<file path="config.mk">
export PLATFORM = sky130hd
export DESIGN_NAME = humidity_alarm_monitor_flat
export DESIGN_NICKNAME = d
export VERILOG_FILES = /design/src/rtl/humidity_alarm_monitor_if.sv /design/src/rtl/humidity_alarm_monitor.sv /design/src/flat_wrapper.sv
export SDC_FILE = /design/constraint.sdc
export NUM_CORES = 1
export LEC_CHECK = 0
export BUFFER_PORTS_ARGS = -buffer_cell sky130_fd_sc_hd__buf_2
export CORE_MARGIN = 2
export CORE_UTILIZATION = 48
export DETAILED_ROUTE_END_ITERATION = 6
export GPL_TIMING_DRIVEN = 0
export PLACE_DENSITY_LB_ADDON = 0.25
export SKIP_CTS_REPAIR_TIMING = 1
export SLEW_MARGIN = 10
export SYNTH_ARGS = -nofsm -noshare
export SYNTH_HDL_FRONTEND = slang
export SYNTH_SLANG_ARGS = --single-unit
</file>
<file path="constraint.sdc">
create_clock -name clk_2 -period 1.6 [get_ports clk_2]
set_clock_uncertainty 0.15 [all_clocks]
set_input_delay 0.32 -clock clk_2 [delete_from_list [all_inputs] [get_ports clk_2]]
set_output_delay 0.32 -clock clk_2 [all_outputs]
set_load 0.005 [all_outputs]
</file>
<file path="src/rtl/humidity_alarm_monitor_if.sv">
// Bus bundle for humidity_alarm_monitor: raw sensor bits and acknowledge in,
// seven-segment digit, alarm and per-channel sticky LEDs out.
interface humidity_alarm_monitor_if #(
  parameter int NCH = 2
);
  logic [NCH-1:0] sens_low;
  logic           ack;
  logic [7:0]     seg;
  logic           alarm;
  logic [NCH-1:0] led;

  modport master (output sens_low, output ack, input seg, input alarm, input led);
  modport slave  (input sens_low, input ack, output seg, output alarm, output led);
endinterface

</file>
<file path="src/rtl/humidity_alarm_monitor.sv">
// Multi-channel low-humidity monitor: per-channel debounce, low-channel count
// shown on one 7-segment digit, delayed latched alarm with acknowledge and
// sticky per-channel LEDs.
// Optional feature macro: HUM_BLINK_EN (blinks dp every BLINK_HALF cycles while
// the alarm is latched; when undefined dp is steady and BLINK_HALF is unused).
module humidity_alarm_monitor #(
  parameter int NCH         = 2,
  parameter int FILT        = 4,
  parameter int ALARM_DELAY = 8,
  parameter int BLINK_HALF  = 4
) (
  input  logic                    clk_2,
  input  logic                    reset_n,
  humidity_alarm_monitor_if.slave bus
);

  localparam int CW = $clog2(FILT + 1);
  localparam int DW = $clog2(ALARM_DELAY + 1);
  localparam int NW = $clog2(NCH + 1);

  if (NCH < 1 || NCH > 9) begin : g_bad_nch
    $error("humidity_alarm_monitor: NCH must be 1..9");
  end
  if (FILT < 1) begin : g_bad_filt
    $error("humidity_alarm_monitor: FILT must be >= 1");
  end
  if (ALARM_DELAY < 1) begin : g_bad_delay
    $error("humidity_alarm_monitor: ALARM_DELAY must be >= 1");
  end
  if (BLINK_HALF < 1) begin : g_bad_blink
    $error("humidity_alarm_monitor: BLINK_HALF must be >= 1");
  end

  typedef enum logic [1:0] {S_OK, S_WAIT, S_ALARM, S_ACK} state_t;

  logic [NCH-1:0] filt_q, filt_d;
  logic [NCH-1:0] filt_prev_q;
  logic [NCH-1:0] led_q, led_d;
  logic [6:0]     seg_hi_q, seg_hi_d;
  logic [NCH-1:0] rise;
  logic [NW-1:0]  nlow;

  state_t         state_q;
  logic [DW-1:0]  dcnt_q;
  logic           alarm_q;
  logic           dp_q;

  // Per-channel debounce: a new raw value is accepted only after FILT
  // consecutive samples that differ from the accepted value.
  for (genvar gi = 0; gi < NCH; gi++) begin : g_filt
    logic [CW-1:0] cnt_q, cnt_d;
    logic          filt_nxt;

    // Run-length count of samples disagreeing with the accepted value
    always_comb begin
      cnt_d    = '0;
      filt_nxt = filt_q[gi];
      if (bus.sens_low[gi] != filt_q[gi]) begin
        if (cnt_q == CW'(FILT - 1)) begin
          filt_nxt = bus.sens_low[gi];
        end else begin
          cnt_d = cnt_q + 1'b1;
        end
      end
    end

    assign filt_d[gi] = filt_nxt;

    // Debounce counter register
    always_ff @(posedge clk_2 or negedge reset_n) begin
      if (!reset_n) begin
        cnt_q <= '0;
      end else begin
        cnt_q <= cnt_d;
      end
    end
  end

  // Newly asserted channels, seen one cycle after the debounced value changes
  assign rise = filt_q & ~filt_prev_q;

  // Number of debounced low channels
  always_comb begin
    nlow = '0;
    for (int i = 0; i < NCH; i++) begin
      nlow = nlow + NW'(filt_q[i]);
    end
  end

  // Segments a..g for the low-channel count (dp lives in the FSM)
  always_comb begin
    case (4'(nlow))
      4'd1:    seg_hi_d = 7'b0110000;
      4'd2:    seg_hi_d = 7'b1101101;
      4'd3:    seg_hi_d = 7'b1111001;
      4'd4:    seg_hi_d = 7'b0110011;
      4'd5:    seg_hi_d = 7'b1011011;
      4'd6:    seg_hi_d = 7'b1011111;
      4'd7:    seg_hi_d = 7'b1110000;
      4'd8:    seg_hi_d = 7'b1111111;
      4'd9:    seg_hi_d = 7'b1111011;
      default: seg_hi_d = 7'b0000000;
    endcase
  end

  // Sticky LEDs: a rise sets, an ack clears channels that are currently fine;
  // set wins if both happen together
  always_comb begin
    led_d = led_q;
    for (int i = 0; i < NCH; i++) begin
      if (rise[i]) begin
        led_d[i] = 1'b1;
      end else if (bus.ack && !filt_q[i]) begin
        led_d[i] = 1'b0;
      end
    end
  end

  // Debounced values, their one-cycle history, LEDs and digit segments
  always_ff @(posedge clk_2 or negedge reset_n) begin
    if (!reset_n) begin
      filt_q      <= '0;
      filt_prev_q <= '0;
      led_q       <= '0;
      seg_hi_q    <= '0;
    end else begin
      filt_q      <= filt_d;
      filt_prev_q <= filt_q;
      led_q       <= led_d;
      seg_hi_q    <= seg_hi_d;
    end
  end

`ifdef HUM_BLINK_EN
  localparam int BW = $clog2(BLINK_HALF + 1);
  logic [BW-1:0] bcnt_q;
`endif

  // Alarm FSM; alarm and dp are registered alongside the state so they
  // change on the same edge as the state they decode
  always_ff @(posedge clk_2 or negedge reset_n) begin
    if (!reset_n) begin
      state_q <= S_OK;
      dcnt_q  <= '0;
      alarm_q <= 1'b0;
      dp_q    <= 1'b0;
`ifdef HUM_BLINK_EN
      bcnt_q  <= '0;
`endif
    end else begin
      case (state_q)
        S_OK: begin
          alarm_q <= 1'b0;
          dp_q    <= 1'b0;
          if (nlow != '0) begin
            state_q <= S_WAIT;
            dcnt_q  <= '0;
          end
        end
        S_WAIT: begin
          if (nlow == '0) begin
            state_q <= S_OK;
          end else if (dcnt_q == DW'(ALARM_DELAY - 1)) begin
            state_q <= S_ALARM;
            alarm_q <= 1'b1;
            dp_q    <= 1'b1;
`ifdef HUM_BLINK_EN
            bcnt_q  <= '0;
`endif
          end else begin
            dcnt_q <= dcnt_q + 1'b1;
          end
        end
        S_ALARM: begin
          if (bus.ack) begin
            state_q <= (nlow == '0) ? S_OK : S_ACK;
            alarm_q <= 1'b0;
            dp_q    <= 1'b0;
          end else begin
            alarm_q <= 1'b1;
`ifdef HUM_BLINK_EN
            if (bcnt_q == BW'(BLINK_HALF - 1)) begin
              bcnt_q <= '0;
              dp_q   <= ~dp_q;
            end else begin
              bcnt_q <= bcnt_q + 1'b1;
            end
`else
            dp_q <= 1'b1;
`endif
          end
        end
        S_ACK: begin
          // A fresh fault re-arms the alarm immediately, no delay
          if (rise != '0) begin
            state_q <= S_ALARM;
            alarm_q <= 1'b1;
            dp_q    <= 1'b1;
`ifdef HUM_BLINK_EN
            bcnt_q  <= '0;
`endif
          end else begin
            alarm_q <= 1'b0;
            dp_q    <= 1'b0;
            if (nlow == '0) begin
              state_q <= S_OK;
            end
          end
        end
        default: begin
          state_q <= S_OK;
          alarm_q <= 1'b0;
          dp_q    <= 1'b0;
        end
      endcase
    end
  end

  assign bus.seg   = {seg_hi_q, dp_q};
  assign bus.alarm = alarm_q;
  assign bus.led   = led_q;

endmodule
</file>
<file path="src/flat_wrapper.sv">
// flat-port wrapper written by rule: the top's interface ports become plain ports
module humidity_alarm_monitor_flat 
#(
  parameter int NCH         = 2,
  parameter int FILT        = 4,
  parameter int ALARM_DELAY = 8,
  parameter int BLINK_HALF  = 4
)
  (clk_2, reset_n, bus_sens_low, bus_ack, bus_seg, bus_alarm, bus_led);
  humidity_alarm_monitor_if #(.NCH(NCH)) bus_i ();
  input  logic clk_2;
  input  logic reset_n;
  input wire logic [$bits(bus_i.sens_low)-1:0] bus_sens_low;
  input wire logic [$bits(bus_i.ack)-1:0] bus_ack;
  output wire logic [$bits(bus_i.seg)-1:0] bus_seg;
  output wire logic [$bits(bus_i.alarm)-1:0] bus_alarm;
  output wire logic [$bits(bus_i.led)-1:0] bus_led;
  assign bus_i.sens_low = bus_sens_low;
  assign bus_i.ack = bus_ack;
  assign bus_seg = bus_i.seg;
  assign bus_alarm = bus_i.alarm;
  assign bus_led = bus_i.led;
  humidity_alarm_monitor #(.NCH(NCH), .FILT(FILT), .ALARM_DELAY(ALARM_DELAY), .BLINK_HALF(BLINK_HALF)) u_core (.clk_2(clk_2), .reset_n(reset_n), .bus(bus_i));
endmodule
</file>
== After elaboration in Yosys (flattened, before gate mapping) ==
Cells that the tools add are included.

* Mux-type cells: 26
* Reductions and logical operators: 16
* $add $sub $neg: 4
* Bitwise logic cells: 2
* Eq/ne operators: 18

{| class="wikitable"
|+ Operators with widths
! operator !! count
|-
| one-hot mux 7 bit (3 select lines) || 1
|-
| 2-to-1 mux 2 bit || 7
|-
| 2-to-1 mux 3 bit || 4
|-
| 2-to-1 mux 4 bit || 3
|-
| nonzero test 2 bit || 5
|-
| equality test 2 bit (second input constant) || 4
|-
| 2-to-1 mux 1 bit || 8
|-
| one-hot mux 2 bit (4 select lines) || 1
|-
| one-hot mux 4 bit (2 select lines) || 1
|-
| AND reduction 4 bit || 2
|-
| adder 3 x 1 -> 3 bit (second input constant) || 2
|-
| equality test 3 x 2 -> 1 bit (second input constant) || 2
|-
| inequality test 2 bit (second input constant) || 3
|-
| inequality test 3 x 1 -> 1 bit (second input constant) || 2
|-
| AND reduction 2 bit || 3
|-
| adder 4 x 1 -> 4 bit (second input constant) || 1
|-
| equality test 2 x 1 -> 1 bit (second input constant) || 2
|-
| equality test 4 x 3 -> 1 bit (second input constant) || 1
|-
| logical NOT 2 bit || 2
|-
| inequality test 2 x 1 -> 1 bit (second input constant) || 2
|-
| one-hot mux 1 bit (4 select lines) || 1
|-
| adder 1 x 1 -> 2 bit || 1
|-
| AND 2 bit || 1
|-
| logical AND 1 bit || 2
|-
| 3 further kinds || 5
|}

* Logic and storage cells: 77
* Bits of input ports: 5
* Bits in registers: 26
* Output and inout bits: 11

== Logic depth before layout (Yosys ltp) ==
* Depth after elaboration: 5
* Mapped depth: 5

== Worst setup path before layout ==
OpenSTA, ideal clock, no wires.

* Kind: reg-to-reg
* Start point: register u_core.dcnt_q[0]
* End point: register u_core.dcnt_q[3]
* Path buffers: 1
* Cell stages (with the launch flop): 6
* Setup slack: 41 ps
* Clock period less this slack: 1559 ps
* Setup time: 103 ps
* Required time: 1347 ps
* Arrival time: 1305 ps
* Path through: dfrtp_1 -> ha_1 -> and3b_1 -> buf_6 -> nand2b_4 -> o41ai_2

* Cells in the longest elaborated chain, start to end: 4
* Elaborated cells on any way between the ends: 7
* Those cells by class: add/sub (1); eq/ne (2); mux (3); reduce/logical (1)

{| class="wikitable"
|+ RTL lines
! item !! line !! source
|-
| start: declaration || humidity_alarm_monitor.sv:44 || <nowiki>logic [DW-1:0] dcnt_q;</nowiki>
|-
| start signal: assignment || humidity_alarm_monitor.sv:171 || <nowiki>dcnt_q <= dcnt_q + 1'b1;</nowiki>
|-
| adder 4 x 1 -> 4 bit || humidity_alarm_monitor.sv:171 ||
|-
| 2-to-1 mux 4 bit || humidity_alarm_monitor.sv:163 || <nowiki>end else if (dcnt_q == DW'(ALARM_DELAY - 1)) begin</nowiki>
|-
| 2-to-1 mux 4 bit || humidity_alarm_monitor.sv:161 || <nowiki>if (nlow == '0) begin</nowiki>
|-
| one-hot mux 4 bit (2 select lines) || humidity_alarm_monitor.sv:151 || <nowiki>case (state_q)</nowiki>
|}

Several ways; a longest one is shown, not always the timed one. The select of a mux whose other input is x is not followed.
A chain may end at the register's enable or synchronous reset.

== Worst setup path after layout ==
* Start point: register u_core.dcnt_q[0]
* End point: register u_core.dcnt_q[0]

The elaborated chain is that of the path after synthesis.

==> results.cfg <==
[sta]
fin_crit_ps = 1540
drv_slew = 0
whs_ps = 93.1
rsz0062_at_grt = true
fin_setup_tns_ps = 0
hold_violations = 0
finalCritPeriodShare_pct = 96.5
max_freq_mhz = 647
setup_viol = 0

[finish]
final-instance-count-excl-fill = 139
mostFrequentLayoutCell = dfrtp_1
diodes = 0
fillerInstances = 168
layout_common_cells = dfrtp_1 (19), buf_2 (14), inv_1 (8)
fin_util_pct = 62.4
nets = 123
drive_gt1_share_pct = 32.1
syn_to_final_growth_pct = 22.1

[pwr]
total_power_mw = 2.23
comb_power_share_pct = 37.5
clock_power_share_pct = 18.7
power.density_nw_per_um2 = 1800
p_leak_nw = 0.596
p_int_mw = 1.46
net-switching-power_uw = 768
swShare_pct = 34.4
seq_power_share_pct = 43.8
ir_worst_vdd_uv = 920

[die]
core_area_um2 = 1980
die_w_um = 50.0
start_util_pct = 51.1
num_rows = 16
die_h_um = 50.0
die_area_um2 = 2500
io_pins = 16

[logic_synthesis]
ys_warn_count = 0
yosys-top-cells-area = dfrtp_1 (54%), ha_1 (6.2%), buf_4 (3.7%), a21oi_1 (3.5%), nor2b_1 (3.1%)
ys_seq_area_share_pct = 54.3
syn-instance-count = 92
ys_types = 26
avgSynthCellArea_um2 = 11.0
netlist_area_um2 = 1010
yosys_register_bits = 22
syn-num-nets = 102
synth_top_area_share_pct = 54.3
synth_top_cell_by_area = dfrtp_1

[global_routing]
grt_antenna_before_repair = 0
grt_pass1_vias = 712
grt_pass1_wl_um = 3020
gr-usage-all-layers_pct = 15.4
grt_overflow = 0
grt_max_degree = 23

[setup_path]
end_kind = flip-flop
start_kind = flip-flop
r2r-start = u_core.dcnt_q[0]
arrival_ps = 1600
max_stage_delay_ps = 460
cp.required_ps = 1660
critPathKind = flip-flop to flip-flop
timing.critical_path.from = u_core.dcnt_q[0]
crit_fanout = 6
worst-path-buf-inv = 1
crit_family = flip-flops
crit_path_top_delay_cell = dfrtp_2
path_cells = ha_4 > and3b_1 > buf_6 > nand2b_4 > o311ai_4

[detailed_routing]
via_per_inst = 5.06
detail_route.wl_per_cell_um = 11.6
route.antenna.remaining_nets = 0
drc = 0
vias = 704
drtIter0Drc = 7
drt_first_pass_iters = 4
drt_wl_total_um = 1610

[clocking]
root_buffer = clkbuf_4
cts_buffers = 3
htree_levels = 1
cts_tree = done
clockBufferDepth = 2
insertion_delay_ps = 300
cts_num_sinks = 22
clkTransAtPathRegs_ps = 130

[worst_hold_path]
hold_class = primary input to flip-flop
hp-start = bus_sens_low[0]

[place]
io_buffers = 14
hpwl_um = 1180
dp.cells = 133
place_congestion = 0.746

[run_status]
status = finished clean

[job]
cap_violations = 0
==> state kept, by name, summed over array words and instances (netlist names) <==
register             cells
u_core.bus.alarm         1
u_core.bus.led           2
u_core.dcnt_q            4
u_core.filt_prev_q       2
u_core.filt_q            2
u_core.g_filt.cnt_q      6
u_core.seg_hi_q          3
u_core.state_q           2
==> path summary, 6_finish.rpt <==
| check | end | slack (ps) | cells past startpoint |
|---|---|---|---|
| max | u_core.dcnt_q[0] | 60 | 5 |
| max in group asynchronous | u_core.dcnt_q[0] | 620 | 2 |
| min in group asynchronous | u_core.bus.led[0] | 340 | 2 |
| min | u_core.filt_q[0] | 90 | 3 |
| min reg2reg | u_core.bus.led[1] | 300 | 1 |
| max reg2reg | u_core.dcnt_q[0] | 60 | 5 |
==> layout make-up <==
type / instances / area (um^2) / area share [%]
multi-input combinational: 54 / 419 / 33.9
clock buffer: 3 / 22.5 / 1.82
sequential: 22 / 554 / 44.8
clock inverter: 1 / 30.0 / 2.43
tap: 27 / 33.8 / 2.73
timing repair buffer: 17 / 95.1 / 7.68
buffer: 7 / 52.6 / 4.25
inverter: 8 / 30.0 / 2.43
==> worst reg2reg max path: stages, from the launching register on <==
cell and delay (ps):
dfrtp_2 460, ha_4 180, and3b_1 180, buf_6 130
nand2b_4 160, o311ai_4 200
==> synthesized netlist by cell type, drive strengths merged <==
cell     n
o21a     1
o311ai   2
nor3b    3
dfrtp   22
conb     1
and3     1
inv      8
nor2     2
nand2b   1
buf      6
nor2b    5
xnor2    2
ha       5
o41ai    1
nand3    6
nor3     2
a21oi    7
nand2    5
o21ai    5
clkbuf   2
o211ai   2
and3b    1
a31oi    2
==> through the flow <==
step                cell area [um^2]  setup slack (ps)
floorplan                       1010              41.1
global placement                1120             -53.6
detailed placement              1120             -73.9
CTS                             1170              -102
global route                    1240             -21.0
finish                          1240              55.3
==> per-layer routing <==
layer / GRT usage (%) / vias to the layer above / part of all wire (%)
met5: 0 / - / 0
met4: 2.78 / 0 / 0
met3: 3.33 / 0 / 3.9
met2: 28.7 / 13 / 54
met1: 18.1 / 342 / 42
li1: - / 349 / -
==> cells by family (layout without fill, tap and decap cells) <==
kind of cell | Yosys count | count (layout) | share of synthesized area [%]
flops | 22 | 22 | 54.3
buf+inv | 16 | 36 | 8.52
fa+ha+maj | 5 | 5 | 6.17
other cells | 1 | 1 | 0.370
xor+xnor | 2 | 2 | 1.73
compound gates | 20 | 20 | 13.5
simple gates | 26 | 26 | 15.4
==> power groups by stage <==
| stage | sequential, mW | clock (mW) | combinational [mW] |
|---|---|---|---|
| floorplan | 0.938 | 0 | 0.566 |
| global placement | 0.949 | 0 | 0.777 |
| detailed placement | 0.965 | 0 | 0.798 |
| CTS | 0.955 | 0.426 | 0.803 |
| global route | 1.02 | 0.454 | 0.956 |
| finish | 0.976 | 0.417 | 0.835 |
No activity file was read; power rests on OpenSTA's default activity.
